**src/rtl/uart_calc_ctrl_if.sv**
```systemverilog
// uart_calc_ctrl_if
// Byte-stream handshake bundle between the UART receiver/transmitter and the
// division controller.
//   rx_valid / rx_data : received byte strobe and value
//   tx_ready           : transmitter can accept a byte
//   tx_valid / tx_data : byte offered to the transmitter
//   busy / err         : frame in progress / last frame had divisor zero
// Modports: slave = controller side, master = UART / environment side.
interface uart_calc_ctrl_if;
  logic       rx_valid;
  logic [7:0] rx_data;
  logic       tx_ready;
  logic       tx_valid;
  logic [7:0] tx_data;
  logic       busy;
  logic       err;

  modport master (
    output rx_valid, rx_data, tx_ready,
    input  tx_valid, tx_data, busy, err
  );

  modport slave (
    input  rx_valid, rx_data, tx_ready,
    output tx_valid, tx_data, busy, err
  );
endinterface

```
**src/rtl/uart_calc_ctrl.sv**
```systemverilog
// uart_calc_ctrl
// Collects two DATA_W-bit operands (A then B, MSB first) from received bytes,
// runs a restoring division one quotient bit per clock, then streams the
// quotient and remainder (MSB first) out through a valid/ready handshake.
// Divisor zero skips the iterations: quotient = all ones, remainder = A, err=1.
// Ports:
//   clk  : system clock
//   rst  : asynchronous active-low reset
//   bus  : uart_calc_ctrl_if.slave (rx_valid, rx_data, tx_ready in;
//          tx_valid, tx_data, busy, err out)
// Optional feature macro: CALC_STATUS_EN -- when defined, a status byte
// (8'h00 normal, 8'hEE divisor zero) is sent before the results.
module uart_calc_ctrl #(
  parameter int DATA_W = 16
) (
  input  logic              clk,
  input  logic              rst,
  uart_calc_ctrl_if.slave   bus
);

  localparam int NB = DATA_W / 8;
`ifdef CALC_STATUS_EN
  localparam int TX_OFS = 1;
`else
  localparam int TX_OFS = 0;
`endif
  localparam int TX_LEN = 2 * NB + TX_OFS;
  localparam int IDX_W  = $clog2(2 * NB + 2);
  localparam int ITER_W = $clog2(DATA_W);

  typedef enum logic [1:0] {
    S_RX  = 2'd0,
    S_DIV = 2'd1,
    S_TX  = 2'd2
  } state_t;

  state_t                state_r;
  logic [DATA_W-1:0]     a_r;
  logic [DATA_W-1:0]     b_r;
  logic [2*DATA_W-1:0]   rq_r;
  logic [DATA_W-1:0]     quot_r;
  logic [DATA_W-1:0]     rem_r;
  logic [IDX_W-1:0]      byte_idx_r;
  logic [ITER_W-1:0]     iter_r;
  logic                  tx_valid_r;
  logic [7:0]            tx_data_r;
  logic                  busy_r;
  logic                  err_r;

  logic [DATA_W:0]       trial_s;
  logic [2*DATA_W-1:0]   rq_next_s;

  // Byte k (MSB first) of the concatenated {quotient, remainder} result.
  function automatic logic [7:0] pick_byte(input logic [2*DATA_W-1:0] res,
                                           input logic [IDX_W-1:0]    k);
    logic [2*DATA_W-1:0] sh;
    sh = res >> (8 * (2 * NB - 1 - int'(k)));
    return sh[7:0];
  endfunction

  // One restoring-division step on the shifted {R,Q}; the subtraction is one
  // bit wider than R so its top bit is a clean borrow flag.
  always_comb begin
    trial_s   = rq_r[2*DATA_W-1:DATA_W-1] - {1'b0, b_r};
    rq_next_s = {rq_r[2*DATA_W-2:0], 1'b0};
    if (!trial_s[DATA_W]) begin
      rq_next_s = {trial_s[DATA_W-1:0], rq_r[DATA_W-2:0], 1'b1};
    end else begin
      rq_next_s = {rq_r[2*DATA_W-2:0], 1'b0};
    end
  end

  // Frame FSM: operand capture, division iterations, result streaming.
  always_ff @(posedge clk or negedge rst) begin
    if (!rst) begin
      state_r    <= S_RX;
      a_r        <= '0;
      b_r        <= '0;
      rq_r       <= '0;
      quot_r     <= '0;
      rem_r      <= '0;
      byte_idx_r <= '0;
      iter_r     <= '0;
      tx_valid_r <= 1'b0;
      tx_data_r  <= 8'h00;
      busy_r     <= 1'b0;
      err_r      <= 1'b0;
    end else begin
      case (state_r)
        S_RX: begin
          if (bus.rx_valid) begin
            if (byte_idx_r == '0) begin
              busy_r <= 1'b1;
              err_r  <= 1'b0;
            end
            if (byte_idx_r < IDX_W'(NB)) begin
              a_r <= (a_r << 8) | DATA_W'(bus.rx_data);
            end else begin
              b_r <= (b_r << 8) | DATA_W'(bus.rx_data);
            end
            if (byte_idx_r == IDX_W'(2 * NB - 1)) begin
              // A is already complete here; B lands on this same edge.
              state_r    <= S_DIV;
              byte_idx_r <= '0;
              iter_r     <= '0;
              rq_r       <= {{DATA_W{1'b0}}, a_r};
            end else begin
              byte_idx_r <= byte_idx_r + IDX_W'(1);
            end
          end
        end
        S_DIV: begin
          if (b_r == '0) begin
            quot_r     <= {DATA_W{1'b1}};
            rem_r      <= a_r;
            err_r      <= 1'b1;
            tx_valid_r <= 1'b1;
            state_r    <= S_TX;
`ifdef CALC_STATUS_EN
            tx_data_r  <= 8'hEE;
`else
            tx_data_r  <= 8'hFF;
`endif
          end else if (iter_r == ITER_W'(DATA_W - 1)) begin
            // Final step: latch results straight from the step logic so the
            // first byte is offered on the next cycle.
            quot_r     <= rq_next_s[DATA_W-1:0];
            rem_r      <= rq_next_s[2*DATA_W-1:DATA_W];
            tx_valid_r <= 1'b1;
            state_r    <= S_TX;
`ifdef CALC_STATUS_EN
            tx_data_r  <= 8'h00;
`else
            tx_data_r  <= rq_next_s[DATA_W-1 -: 8];
`endif
          end else begin
            rq_r   <= rq_next_s;
            iter_r <= iter_r + ITER_W'(1);
          end
        end
        S_TX: begin
          if (tx_valid_r && bus.tx_ready) begin
            if (byte_idx_r == IDX_W'(TX_LEN - 1)) begin
              tx_valid_r <= 1'b0;
              busy_r     <= 1'b0;
              byte_idx_r <= '0;
              state_r    <= S_RX;
            end else begin
              byte_idx_r <= byte_idx_r + IDX_W'(1);
              tx_data_r  <= pick_byte({quot_r, rem_r},
                                      byte_idx_r + IDX_W'(1) - IDX_W'(TX_OFS));
            end
          end
        end
        default: begin
          state_r <= S_RX;
        end
      endcase
    end
  end

  assign bus.tx_valid = tx_valid_r;
  assign bus.tx_data  = tx_data_r;
  assign bus.busy     = busy_r;
  assign bus.err      = err_r;

endmodule

```
**src/flat_wrapper.sv**
```systemverilog
// flat-port wrapper written by rule: the top's interface ports become plain ports
module uart_calc_ctrl_flat 
#(
  parameter int DATA_W = 16
)
  (clk, rst, bus_rx_valid, bus_rx_data, bus_tx_ready, bus_tx_valid, bus_tx_data, bus_busy, bus_err);
  uart_calc_ctrl_if bus_i ();
  input  logic clk;
  input  logic rst;
  input wire logic [$bits(bus_i.rx_valid)-1:0] bus_rx_valid;
  input wire logic [$bits(bus_i.rx_data)-1:0] bus_rx_data;
  input wire logic [$bits(bus_i.tx_ready)-1:0] bus_tx_ready;
  output wire logic [$bits(bus_i.tx_valid)-1:0] bus_tx_valid;
  output wire logic [$bits(bus_i.tx_data)-1:0] bus_tx_data;
  output wire logic [$bits(bus_i.busy)-1:0] bus_busy;
  output wire logic [$bits(bus_i.err)-1:0] bus_err;
  assign bus_i.rx_valid = bus_rx_valid;
  assign bus_i.rx_data = bus_rx_data;
  assign bus_i.tx_ready = bus_tx_ready;
  assign bus_tx_valid = bus_i.tx_valid;
  assign bus_tx_data = bus_i.tx_data;
  assign bus_busy = bus_i.busy;
  assign bus_err = bus_i.err;
  uart_calc_ctrl #(.DATA_W(DATA_W)) u_core (.clk(clk), .rst(rst), .bus(bus_i));
endmodule
```
**config.mk**
```make
export PLATFORM = sky130hd
export DESIGN_NAME = uart_calc_ctrl_flat
export DESIGN_NICKNAME = d
export VERILOG_FILES = /design/src/rtl/uart_calc_ctrl_if.sv /design/src/rtl/uart_calc_ctrl.sv /design/src/flat_wrapper.sv
export SDC_FILE = /design/constraint.sdc
export NUM_CORES = 1
export LEC_CHECK = 0
export CAP_MARGIN = 10
export CORE_ASPECT_RATIO = 1.75
export CORE_MARGIN = 2
export CORE_UTILIZATION = 50
export DETAILED_ROUTE_END_ITERATION = 12
export GPL_TIMING_DRIVEN = 0
export PLACE_DENSITY = 0.78
export SLEW_MARGIN = 20
export SYNTH_ARGS = -nofsm -noshare
export SYNTH_HDL_FRONTEND = slang
export SYNTH_SLANG_ARGS = --single-unit
```
**constraint.sdc**
```tcl
create_clock -name clk -period 7.9 [get_ports clk]
set_input_delay 2.37 -clock clk [delete_from_list [all_inputs] [get_ports clk]]
set_output_delay 2.37 -clock clk [all_outputs]
set_load 0.02 [all_outputs]
```
==> results.py <==
metrics = {
    "run_status": {
        "status": "complete, no violations",
    },
    "hold_path": {
        "whs_path_depth": 1,
        "hold_class": "reg -> reg",
    },
    "floorplan": {
        "die_x_um": 87.10,
        "start_util": 0.5090,
        "boundaryPins": 23,
        "core-area_sq_um": 11870,
        "die_y_um": 149.4,
        "num_rows": 53,
        "die_area_sq_um": 13010,
    },
    "timing": {
        "max_slew_margin": 0.4529,
        "min_period_ps": 4215,
        "worst_slew_pin_slew_ps": 820.6,
        "hold_violations": 0,
        "rsz0062_at_grt": "false",
        "post-route-period-util": 0.5336,
        "setup_violations": 0,
        "setup_tns_ps": 0,
        "fmax_mhz": 237.2,
        "drv_slew": 0,
        "clock_skew_ps": 6.452,
    },
    "place": {
        "gp_congestion": 0.9436,
        "place_area_sq_um": 6462,
        "dp.cells": 745,
        "dp_hpwl_um": 12660,
        "io_buffers": 22,
    },
    "global_routing": {
        "grt_max_degree": 82,
        "grt_pass1_wl_um": 27620,
        "grt-ovfl-total": 0,
        "grt_usage": 0.2849,
        "grt_pass1_vias": 5237,
        "antenna_found_initial": 0,
    },
    "setup_path": {
        "crit_fanout": 10,
        "r2r_start": "u_core.rq_r[15]",
        "criticalPathCategory": "in -> reg",
        "required_ps": 8190,
        "arrival_ps": 4510,
        "end_kind": "flip-flop",
        "r2r_slack_ps": 4530,
        "rr_endpoint": "u_core.rem_r[11]",
        "reg2regPathDepth": 12,
        "worstSetupStartpointType": "primary input",
        "startpoint": "bus_rx_valid",
        "crit_path_end": "u_core.a_r[8]",
    },
    "clocking": {
        "cts_resized": 0,
        "cts_setup_buffers": 0,
        "cts-root-buf": "clkbuf_16",
        "cts_tree": "built",
        "numCtsBuffers": 17,
        "clk_path_buf_depth": 2,
        "clk_pin_slew_ps": 50,
        "cts_sinks": 116,
        "cts_hold_buf": 0,
        "insertion_delay_ps": 420,
        "htreeDepth": 4,
    },
    "logic_synthesis": {
        "post-synth-top-count-cell": "dfrtp_1",
        "yosys-top-cells-area": "dfrtp_1, o21ai_0, ha_1, mux2i_1, nand2_1",
        "ys.flop_type": "dfrtp_1",
        "synthDistinctLibCells": 60,
        "synthTopCellsByCount": "dfrtp_1, o21ai_0, nand2_1",
        "ys.warnings.count": 0,
        "synthCells": 585,
        "ys_ff_latch": 116,
        "yosys.area.top_type": "dfrtp_1",
        "syn_nets": 619,
        "syn_avg_cell_area_sq_um": 10.33,
        "yosysTopAreaCellShare": 0.4804,
        "syn_area_sq_um": 6042,
        "synth_edf_count": 0,
        "synth-async-reset-ratio": 1.000,
        "yosysSeqAreaShare": 0.4804,
    },
    "routing": {
        "dr_total_vias": 5031,
        "drt-wirelength-per-cell_um": 22.31,
        "via_per_inst": 6.475,
        "finalWirelength_um": 17330,
        "drt_first_pass_iters": 5,
        "drc_errors": 0,
        "drt-initial-drc-count": 461,
        "antenna_left": 0,
    },
    "cells_and_area": {
        "layout.nets": 661,
        "antenna_cells": 0,
        "fin_area_sq_um": 7123,
        "filler_cell_count": 918,
        "syn_to_final_growth_pct": 17.89,
        "fin_cells": 777,
        "drive_above_1_share": 0.1125,
    },
    "power": {
        "worst_ir_drop_vdd_v": 0.0003109,
        "power_density_nw_per_um2": 538.7,
        "leakagePower_nw": 3.172,
    },
    "job": {
        "cap_violations": 0,
    },
}
-- cell type report --
| type | instances | area (sq um) | share of cell area |
|---|---|---|---|
| flip-flops and latches | 116 | 2903 | 0.4075 |
| inverters | 26 | 97.59 | 0.01370 |
| multi-input cells | 410 | 2903 | 0.4075 |
| clock inverters | 9 | 172.7 | 0.02424 |
| well taps | 137 | 171.4 | 0.02406 |
| repair buffers | 23 | 249.0 | 0.03496 |
| plain buffers | 33 | 138.9 | 0.01950 |
| clock buffers | 23 | 488.0 | 0.06851 |
-- report_power, final --
part / internal [mW] / leakage [nW] / switching, mW
clock network: 0.591 / 0.323 / 0.270
registers: 0.839 / 1.47 / 0.226
logic: 0.765 / 1.37 / 1.15
-- cell usage in the layout, fill, tap and decap left out, types with 17 or more instances in the layout --
| master | instances |
|---|---|
| inv_1 | 26 |
| clkbuf_1 | 25 |
| nand2_1 | 63 |
| dfrtp_1 | 116 |
| mux2_2 | 19 |
| ha_1 | 21 |
| o21ai_0 | 65 |
| mux2i_1 | 26 |
| clkbuf_16 | 17 |
| nand3_1 | 20 |
| a21oi_1 | 38 |
| clkdlybuf4s50_1 | 21 |
-- state kept, by name (all words and copies together) (netlist names), 2 cells and up --
name	count
u_core.a_r	16
u_core.b_r	16
u_core.bus.tx_data	8
u_core.byte_idx_r	3
u_core.iter_r	4
u_core.quot_r	16
u_core.rem_r	16
u_core.rq_r	32
u_core.state_r	2
-- critical path, stage by stage --
cell,delay [ps]
clkdlybuf4s50_1,440
nand2b_1,160
or4_1,160
clkbuf_1,390
buf_1,560
mux2_2,430
-- per-stage QoR --
step / setup slack [ps] / hold WS (ps) / util / power [mW]
floorplan: 4225 / 449.8 / - / 2.354
global placement: 214.1 / 460.5 / 0.5420 / 2.826
detailed placement: 3310 / 468.3 / 0.5444 / 2.910
CTS: 3702 / 479.7 / 0.6001 / 3.797
global route: 3635 / 493.7 / 0.6001 / 4.049
finish: 3685 / 474.7 / 0.6001 / 3.837
-- worst min path at each step --
stage                           from                     to  slack, ps
2_1_floorplan        u_core.rq_r[15]        u_core.rq_r[15]        450
5_1_grt        u_core.bus.tx_data[7]  u_core.bus.tx_data[7]        490
6_report       u_core.bus.tx_data[7]  u_core.bus.tx_data[7]        470
4_1_cts        u_core.bus.tx_data[6]  u_core.bus.tx_data[6]        480
3_3_place_gp   u_core.bus.tx_data[4]  u_core.bus.tx_data[4]        460
3_5_place_dp   u_core.bus.tx_data[6]  u_core.bus.tx_data[6]        470
-- per-layer routing --
| metal | global-route usage | routed length, um |
|---|---|---|
| met1 | 0.2844 | 5779 |
| met3 | 0.07446 | 805 |
| met5 | 0 | 0 |
| met2 | 0.4962 | 9382 |
| met4 | 0.2069 | 1365 |
-- cells by family (layout without fill, tap and decap cells) --
logic type                 after synthesis  in the layout  share of synthesized area
DFF                                    116            116                     0.4804
muxes                                   53             53                     0.1083
buffers and inverters                   59            114                    0.03914
adders and majority gates               22             22                    0.04680
AOI/OAI and AO/OA                      194            194                     0.2019
xor gates and xnor gates                14             14                    0.02651
and+or+nand+nor                        127            127                    0.09692
No activity file was read; power rests on OpenSTA's default activity.
